File: src/rtl/nco_pdm_pkg.sv
// Shared types and helpers for the NCO + PDM generator: waveform mode encoding
// and the midscale code for a given sample width.
package nco_pdm_pkg;

  typedef enum logic [1:0] {
    MODE_SAW = 2'b00,
    MODE_TRI = 2'b01,
    MODE_SQR = 2'b10,
    MODE_MID = 2'b11
  } mode_e;

  function automatic logic [31:0] midscale(input int width);
    return 32'd1 << (width - 1);
  endfunction

endpackage

File: src/rtl/pdm_modulator.sv
// Sample-to-bitstream modulator. First-order error accumulator by default;
// define NCO_PDM_SECOND_ORDER_EN for a second-order error-feedback loop.
module pdm_modulator
  import nco_pdm_pkg::*;
#(
  parameter int DAC_W = 10
) (
  input  logic             clk,
  input  logic             rst,
  input  logic             en,
  input  logic [DAC_W-1:0] w,
  output logic             pdm_out
);

  logic pdm_q, pdm_d;

`ifdef NCO_PDM_SECOND_ORDER_EN
  localparam int IW = DAC_W + 3;

  logic signed [IW-1:0] i1_q, i1_d, i2_q, i2_d;
  logic signed [IW-1:0] mid, x, fb;
  logic                 bit_q, bit_d;

  // Input is recentred about midscale; feedback swings +/- midscale from the last decision.
  always_comb begin
    mid  = IW'(midscale(DAC_W));
    x    = $signed({3'b000, w}) - mid;
    fb   = bit_q ? mid : -mid;
    i1_d = i1_q;
    i2_d = i2_q;
    bit_d = bit_q;
    if (en) begin
      i1_d  = i1_q + x - fb;
      i2_d  = i2_q + i1_d - fb;
      bit_d = ~i2_d[IW-1];
    end
    pdm_d = en & bit_d;
  end

  always_ff @(posedge clk) begin
    if (rst) begin
      i1_q  <= '0;
      i2_q  <= '0;
      bit_q <= 1'b0;
      pdm_q <= 1'b0;
    end else begin
      i1_q  <= i1_d;
      i2_q  <= i2_d;
      bit_q <= bit_d;
      pdm_q <= pdm_d;
    end
  end
`else
  logic [DAC_W:0]   sum;
  logic [DAC_W-1:0] err_q, err_d;

  always_comb begin
    sum   = {1'b0, err_q} + {1'b0, w};
    err_d = en ? sum[DAC_W-1:0] : err_q;
    pdm_d = en & sum[DAC_W];
  end

  always_ff @(posedge clk) begin
    if (rst) begin
      err_q <= '0;
      pdm_q <= 1'b0;
    end else begin
      err_q <= err_d;
      pdm_q <= pdm_d;
    end
  end
`endif

  assign pdm_out = pdm_q;

endmodule

File: src/rtl/nco_pdm_gen2.sv
// Phase-accumulator NCO with shadowed frequency word, waveform shaping and PDM
// output. NCO_PDM_SECOND_ORDER_EN selects the second-order modulator.
module nco_pdm_gen2
  import nco_pdm_pkg::*;
#(
  parameter int ACC_W = 24,
  parameter int FCW_W = 16,
  parameter int DAC_W = 10
) (
  input  logic             clk,
  input  logic             rst,
  input  logic             en,
  input  logic [FCW_W-1:0] fcw_data,
  input  logic             fcw_valid,
  output logic             fcw_ready,
  input  logic [1:0]       mode,
  input  logic             phase_sync,
  output logic             wrap,
  output logic             pdm_out
);

  logic [ACC_W-1:0] acc_q, acc_d;
  logic [FCW_W-1:0] fcw_active_q, fcw_active_d;
  logic [FCW_W-1:0] shadow_q, shadow_d;
  logic             pending_q, pending_d;
  logic             wrap_q, wrap_d;
  logic [ACC_W:0]   acc_sum;
  logic             carry, hs, xfer;
  logic [DAC_W-1:0] w;
  mode_e            mode_sel;

  // A word accepted this cycle is not yet pending, so it can never transfer on the same edge.
  always_comb begin
    acc_sum = {1'b0, acc_q} + {{(ACC_W - FCW_W + 1){1'b0}}, fcw_active_q};
    carry   = en & acc_sum[ACC_W];
    hs      = fcw_valid & ~pending_q;
    xfer    = pending_q & (carry | phase_sync | ~en | (fcw_active_q == '0));

    acc_d = acc_q;
    if (phase_sync)
      acc_d = '0;
    else if (en)
      acc_d = acc_sum[ACC_W-1:0];

    wrap_d = carry & ~phase_sync;

    pending_d = pending_q;
    if (hs)
      pending_d = 1'b1;
    else if (xfer)
      pending_d = 1'b0;

    shadow_d     = hs ? fcw_data : shadow_q;
    fcw_active_d = xfer ? shadow_q : fcw_active_q;
  end

  always_ff @(posedge clk) begin
    if (rst) begin
      acc_q        <= '0;
      fcw_active_q <= '0;
      shadow_q     <= '0;
      pending_q    <= 1'b0;
      wrap_q       <= 1'b0;
    end else begin
      acc_q        <= acc_d;
      fcw_active_q <= fcw_active_d;
      shadow_q     <= shadow_d;
      pending_q    <= pending_d;
      wrap_q       <= wrap_d;
    end
  end

  always_comb begin
    mode_sel = mode_e'(mode);
    case (mode_sel)
      MODE_SAW: w = acc_q[ACC_W-1 -: DAC_W];
      MODE_TRI: w = acc_q[ACC_W-2 -: DAC_W] ^ {DAC_W{acc_q[ACC_W-1]}};
      MODE_SQR: w = {DAC_W{acc_q[ACC_W-1]}};
      default:  w = DAC_W'(midscale(DAC_W));
    endcase
  end

  pdm_modulator #(
    .DAC_W(DAC_W)
  ) u_mod (
    .clk    (clk),
    .rst    (rst),
    .en     (en),
    .w      (w),
    .pdm_out(pdm_out)
  );

  assign fcw_ready = ~pending_q;
  assign wrap      = wrap_q;

endmodule

File: config.mk
export PLATFORM = sky130hd
export DESIGN_NAME = nco_pdm_gen2
export DESIGN_NICKNAME = d
export VERILOG_FILES = /design/src/rtl/nco_pdm_pkg.sv /design/src/rtl/pdm_modulator.sv /design/src/rtl/nco_pdm_gen2.sv
export SDC_FILE = /design/constraint.sdc
export NUM_CORES = 1
export LEC_CHECK = 0
export BUFFER_PORTS_ARGS = -buffer_cell sky130_fd_sc_hd__buf_2
export CORE_MARGIN = 3
export CORE_UTILIZATION = 25
export CTS_BUF_LIST = sky130_fd_sc_hd__clkbuf_4
export DETAILED_ROUTE_END_ITERATION = 7
export HOLD_SLACK_MARGIN = 0.15
export PLACE_DENSITY = 0.42
export SLEW_MARGIN = 0
export SYNTH_ARGS = -nofsm -noshare
export SYNTH_HDL_FRONTEND = slang
export SYNTH_SLANG_ARGS = --single-unit
File: constraint.sdc
create_clock -name clk -period 3.4 [get_ports clk]
set_input_delay 0.17 -clock clk [delete_from_list [all_inputs] [get_ports clk]]
set_output_delay 0.17 -clock clk [all_outputs]
set_load 0.1 [all_outputs]
==> summary.md <==
| Metric | Value |
|---|---|
| Run status | `complete, no violations` |
| Synthesized area divided by synthesized cell count | `a little over 8 sq um` |
| TritonCTS clock tree | `built` |
| Fmax | `355.2 MHz` |
| Initial antenna violation count | `1` |
| Commonest non-fill, non-tap cell in the layout | `sky130_fd_sc_hd__dfxtp_1` |
| Number of different library cells in the post-synthesis netlist | `56` |
| Worst hold path startpoint | `fcw_valid` |
| GRT Util Overall | `0.1129` |
| Violation count after the first detailed-route iteration | `185` |
| Portion of the clock cycle consumed by the worst path in the final layout | `0.8280` |
| Layout-stage area growth over the synthesis result | `16.22%` |
| R2r worst-path depth | `12` |
| Fraction of final layout cells with drive strength greater than 1 | `0.1078` |
| Post-synthesis net count | `roughly 550` |
| Number of clock sinks | `slightly below 70` |
| CTS root buf | `sky130_fd_sc_hd__clkbuf_4` |
| Largest net degree at the start of global routing | `40` |
| Clock slew seen by the registers of the worst setup and hold paths | `~0.13 ns` |
| Category of the critical setup timing path | `flip-flop to flip-flop` |
| Yosys warning total | `0` |
| Filler cells | `roughly 1,700` |
| Vias in the first global route | `between 3,000 and 4,000` |
| Post-synth EDFFs | `0` |
| Number of endpoints failing setup at the final stage | `0` |
| Core area | `15,540 sq um` |
| Number of buffers added by the clock tree synthesis step | `9` |
| Post-route minimum period | `roughly 2.8 ns` |
| Int Power | `0.001139 W` |
| Final-stage net count | `between 500 and 600` |
| Reg2reg end | `u_mod.err_q[8]$_SDFFE_PP0P_` |
| Post-detailed-route wirelength per cell | `about 13 microns` |
| Weighted congestion reported at the end of routability-driven placement | `roughly 0.76` |
| Required time of the critical path | `around 3.8 ns` |
| Crit Path Max Fanout | `14` |
| First-pass GRT wire length | `around 16,000 microns` |
| Std-Cell Rows | `45` |
| Slew Viols, Final | `0` |
| Sequential group share of total power | `0.532` |
| Overall die area | `roughly 18,000 sq um` |
| Max-slew headroom at the worst pin | `0.3754` |
| Effective utilization at floorplan | `0.2617` |
| Flop and latch count out of synthesis | `~70` |
| Pre-antenna DRT Iters | `5` |
| Number of instances on the worst hold path | `4` |
| Post-layout util | `0.3041` |
| Remaining global-route overflow | `0` |
| Primary FF master, synth | `sky130_fd_sc_hd__dfxtp_1` |
| Combinational fraction of design power | `0.106` |
| Start of the worst register-to-register path | `acc_q[23]$_SDFFE_PP0P_` |
| Type of the most critical hold path | `primary input to flip-flop` |
| Top cells by area, synth | `sky130_fd_sc_hd__dfxtp_1 (34%), sky130_fd_sc_hd__ha_1 (8.3%), sky130_fd_sc_hd__mux2i_1 (6.9%)` |
| Sequential share of the synthesized area | `0.3397` |
| Die height | `about 130 microns` |
| Portion of synthesized cell area occupied by the leading cell type | `0.3397` |
| Setup slack of the most critical reg-to-reg path | `around 0.6 ns` |
| Reported net switching power | `between 0.0004 and 0.0005 W` |
| Nature of the critical path startpoint | `flip-flop` |
| # H-tree levels | `3` |
| Fin. Hold Viols | `0` |
| Worst-Skew Late Latency | `roughly 0.45 ns` |
| Port Buffer Count | `25` |
| Net switching fraction of the power | `0.2794` |
| Top Ports | `26` |
| Total Neg Setup Slack | `0 ns` |
| Leakage power | `1.936 nW` |
| Proportion of synthesized flip-flops having asynchronous set or reset | `0` |
| Post-Route Skew | `between 0.01 and 0.015 ns` |
| Via Count | `around 3,400` |
| Max-cap check violation count | `0` |
| Width of the die | `approximately 130 microns` |
| Final wirelength | `just under 10,000 microns` |
| End of the worst hold path | `shadow_q[7]$_SDFFE_PP0P_` |
| Via/cell ratio | `about 4.5` |
| Arr. time, crit path | `between 3 and 4 ns` |
| Synthesized netlist cell count | `just under 500` |
| Commonest cells after routing, fill and taps aside | `sky130_fd_sc_hd__dfxtp_1 (69), sky130_fd_sc_hd__nand2_1 (55), sky130_fd_sc_hd__a21oi_1 (49), sky130_fd_sc_hd__nor2_1 (46), sky130_fd_sc_hd__nand2b_1 (35)` |
| Actual slew at the worst max-slew pin | `approximately 0.94 ns` |
| Clk network pwr share | `0.362` |
| Setup repair after global routing missed its margin | `false` |
| Max IR drop VDD | `0.2613 mV` |
| Post-synthesis instance area | `4066 sq um` |
| Power Dens Cells | `334.4 nW/um^2` |
| Worst setup EP type | `flip-flop` |
| Clk buf depth | `2` |
| Post-DP HPWL | `roughly 7000 microns` |
| Antenna-violating nets left | `0` |
| Top cell type by total area after synthesis | `sky130_fd_sc_hd__dfxtp_1` |
| Total DRC errors in the routed layout | `0` |
-- layer usage --
metal / up-vias / wire [microns] / GRT usage
met2: 52 / 4215 / 0.1783
met3: 7 / 426 / 0.03701
met4: 0 / 108 / 0.03086
met5: - / 0 / 0
li1: 1807 / - / -
met1: 1535 / 4909 / 0.1479
-- worst max-delay path, stage by stage, from the launching register on --
cell                      delay [ns]
sky130_fd_sc_hd__dfxtp_1        0.44
sky130_fd_sc_hd__nor2b_1        0.19
sky130_fd_sc_hd__buf_4          0.17
sky130_fd_sc_hd__a21oi_1        0.08
sky130_fd_sc_hd__o21a_1         0.21
sky130_fd_sc_hd__fa_1           0.40
sky130_fd_sc_hd__nor2b_1        0.17
sky130_fd_sc_hd__o21ai_0        0.12
sky130_fd_sc_hd__a21oi_1        0.18
sky130_fd_sc_hd__o21ai_0        0.13
sky130_fd_sc_hd__a21oi_1        0.27
sky130_fd_sc_hd__nor3_1         0.09
sky130_fd_sc_hd__a211o_1        0.28
-- timing repair --
action                                 in CTS  in global routing
endpoints found under the hold margin      21                  0
hold buffers                               19                  0
buffers inserted                            0                  0
resized for setup                           0                  0
-- area by class of cell --
| cell class | instances | area [sq um] | share of cell area |
|---|---|---|---|
| antenna | 2 | 5.005 | 0.001059 |
| clock buffer | 10 | 75.07 | 0.01589 |
| clock inverter | 6 | 71.32 | 0.01509 |
| inverter | 16 | 60.06 | 0.01271 |
| multi-input combinational | 388 | 2516 | 0.5324 |
| sequential | 69 | 1381 | 0.2923 |
| tap | 211 | 264.0 | 0.05586 |
| timing repair buffer | 49 | 352.8 | 0.07466 |
-- registers in the layout (all words and copies together), names as in the netlist --
signal         cells
wrap               1
acc_q             24
fcw_active_q      16
u_mod.err_q       10
u_mod.pdm_out      1
pending_q          1
shadow_q          16
-- per-stage QoR --
stage	power, W	cells	setup slack, ns	hold WS [ns]	cell area (sq um)
2_1_floorplan	0.0009708	497	0.7888	0.3060	4066
3_3_place_gp	0.001011	714	0.5517	0.4110	4384
3_5_place_dp	0.001013	714	0.4487	0.4176	4384
4_1_cts	0.001611	749	0.5895	0.2721	4721
5_1_grt	0.001655	751	0.2124	0.2878	4726
6_report	0.001580	751	0.5849	0.3028	4726
-- power by group through the flow --
stage / Combinational (W) / Clock, W / Sequential (W)
2_1_floorplan: 0.000116 / 0 / 0.000855
3_3_place_gp: 0.000152 / 0 / 0.000859
3_5_place_dp: 0.000153 / 0 / 0.000860
4_1_cts: 0.000170 / 0.000600 / 0.000841
5_1_grt: 0.000188 / 0.000623 / 0.000844
6_report: 0.000168 / 0.000571 / 0.000841
-- cells in the mapped netlist, types with 2 or more instances --
cell and n:
sky130_fd_sc_hd__xor2_1 5, sky130_fd_sc_hd__a211o_1 2, sky130_fd_sc_hd__a21o_1 6, sky130_fd_sc_hd__o22ai_1 3, sky130_fd_sc_hd__nand2b_1 35, sky130_fd_sc_hd__a21oi_1 49
sky130_fd_sc_hd__a31o_2 2, sky130_fd_sc_hd__nor2b_1 13, sky130_fd_sc_hd__a31oi_1 3, sky130_fd_sc_hd__or3_1 4, sky130_fd_sc_hd__a211oi_1 4, sky130_fd_sc_hd__or2_2 2
sky130_fd_sc_hd__fa_1 2, sky130_fd_sc_hd__ha_1 27, sky130_fd_sc_hd__nand3_1 11, sky130_fd_sc_hd__clkbuf_1 17, sky130_fd_sc_hd__buf_1 4, sky130_fd_sc_hd__o21ai_0 29
sky130_fd_sc_hd__nor4_1 4, sky130_fd_sc_hd__o21bai_1 3, sky130_fd_sc_hd__o21a_1 2, sky130_fd_sc_hd__inv_1 16, sky130_fd_sc_hd__nand2_1 55, sky130_fd_sc_hd__nand4_1 2
sky130_fd_sc_hd__dfxtp_1 69, sky130_fd_sc_hd__nor3_1 9, sky130_fd_sc_hd__xnor2_1 15, sky130_fd_sc_hd__and3_1 3, sky130_fd_sc_hd__nor2_1 46, sky130_fd_sc_hd__buf_2 2
sky130_fd_sc_hd__mux2i_1 28
-- cell families (layout without fill, tap and decap cells) --
| family | after synthesis | in the layout | synth area share |
|---|---|---|---|
| AOI/OAI and AO/OA | 120 | 120 | 0.1837 |
| xor gates and xnor gates | 20 | 20 | 0.04308 |
| adders and majority gates | 29 | 29 | 0.09292 |
| buffers and inverters | 40 | 81 | 0.04154 |
| DFF | 69 | 69 | 0.3397 |
| muxes | 28 | 28 | 0.06892 |
| other | 0 | 2 | 0 |
| and+or+nand+nor | 191 | 191 | 0.2302 |
-- how the worst max path moves through the flow --
stage                           start                          end  slack, ns
2_1_floorplan  acc_q[23]$_SDFFE_PP0P_  u_mod.err_q[8]$_SDFFE_PP0P_       0.79
3_3_place_gp                  mode[1]  u_mod.err_q[8]$_SDFFE_PP0P_       0.55
4_1_cts        acc_q[23]$_SDFFE_PP0P_  u_mod.err_q[8]$_SDFFE_PP0P_       0.59
3_5_place_dp                  mode[1]  u_mod.err_q[8]$_SDFFE_PP0P_       0.45
6_report       acc_q[23]$_SDFFE_PP0P_  u_mod.err_q[8]$_SDFFE_PP0P_       0.58
5_1_grt        acc_q[23]$_SDFFE_PP0P_  u_mod.err_q[8]$_SDFFE_PP0P_       0.21
Note: power is estimated with default switching activity, not from simulation.
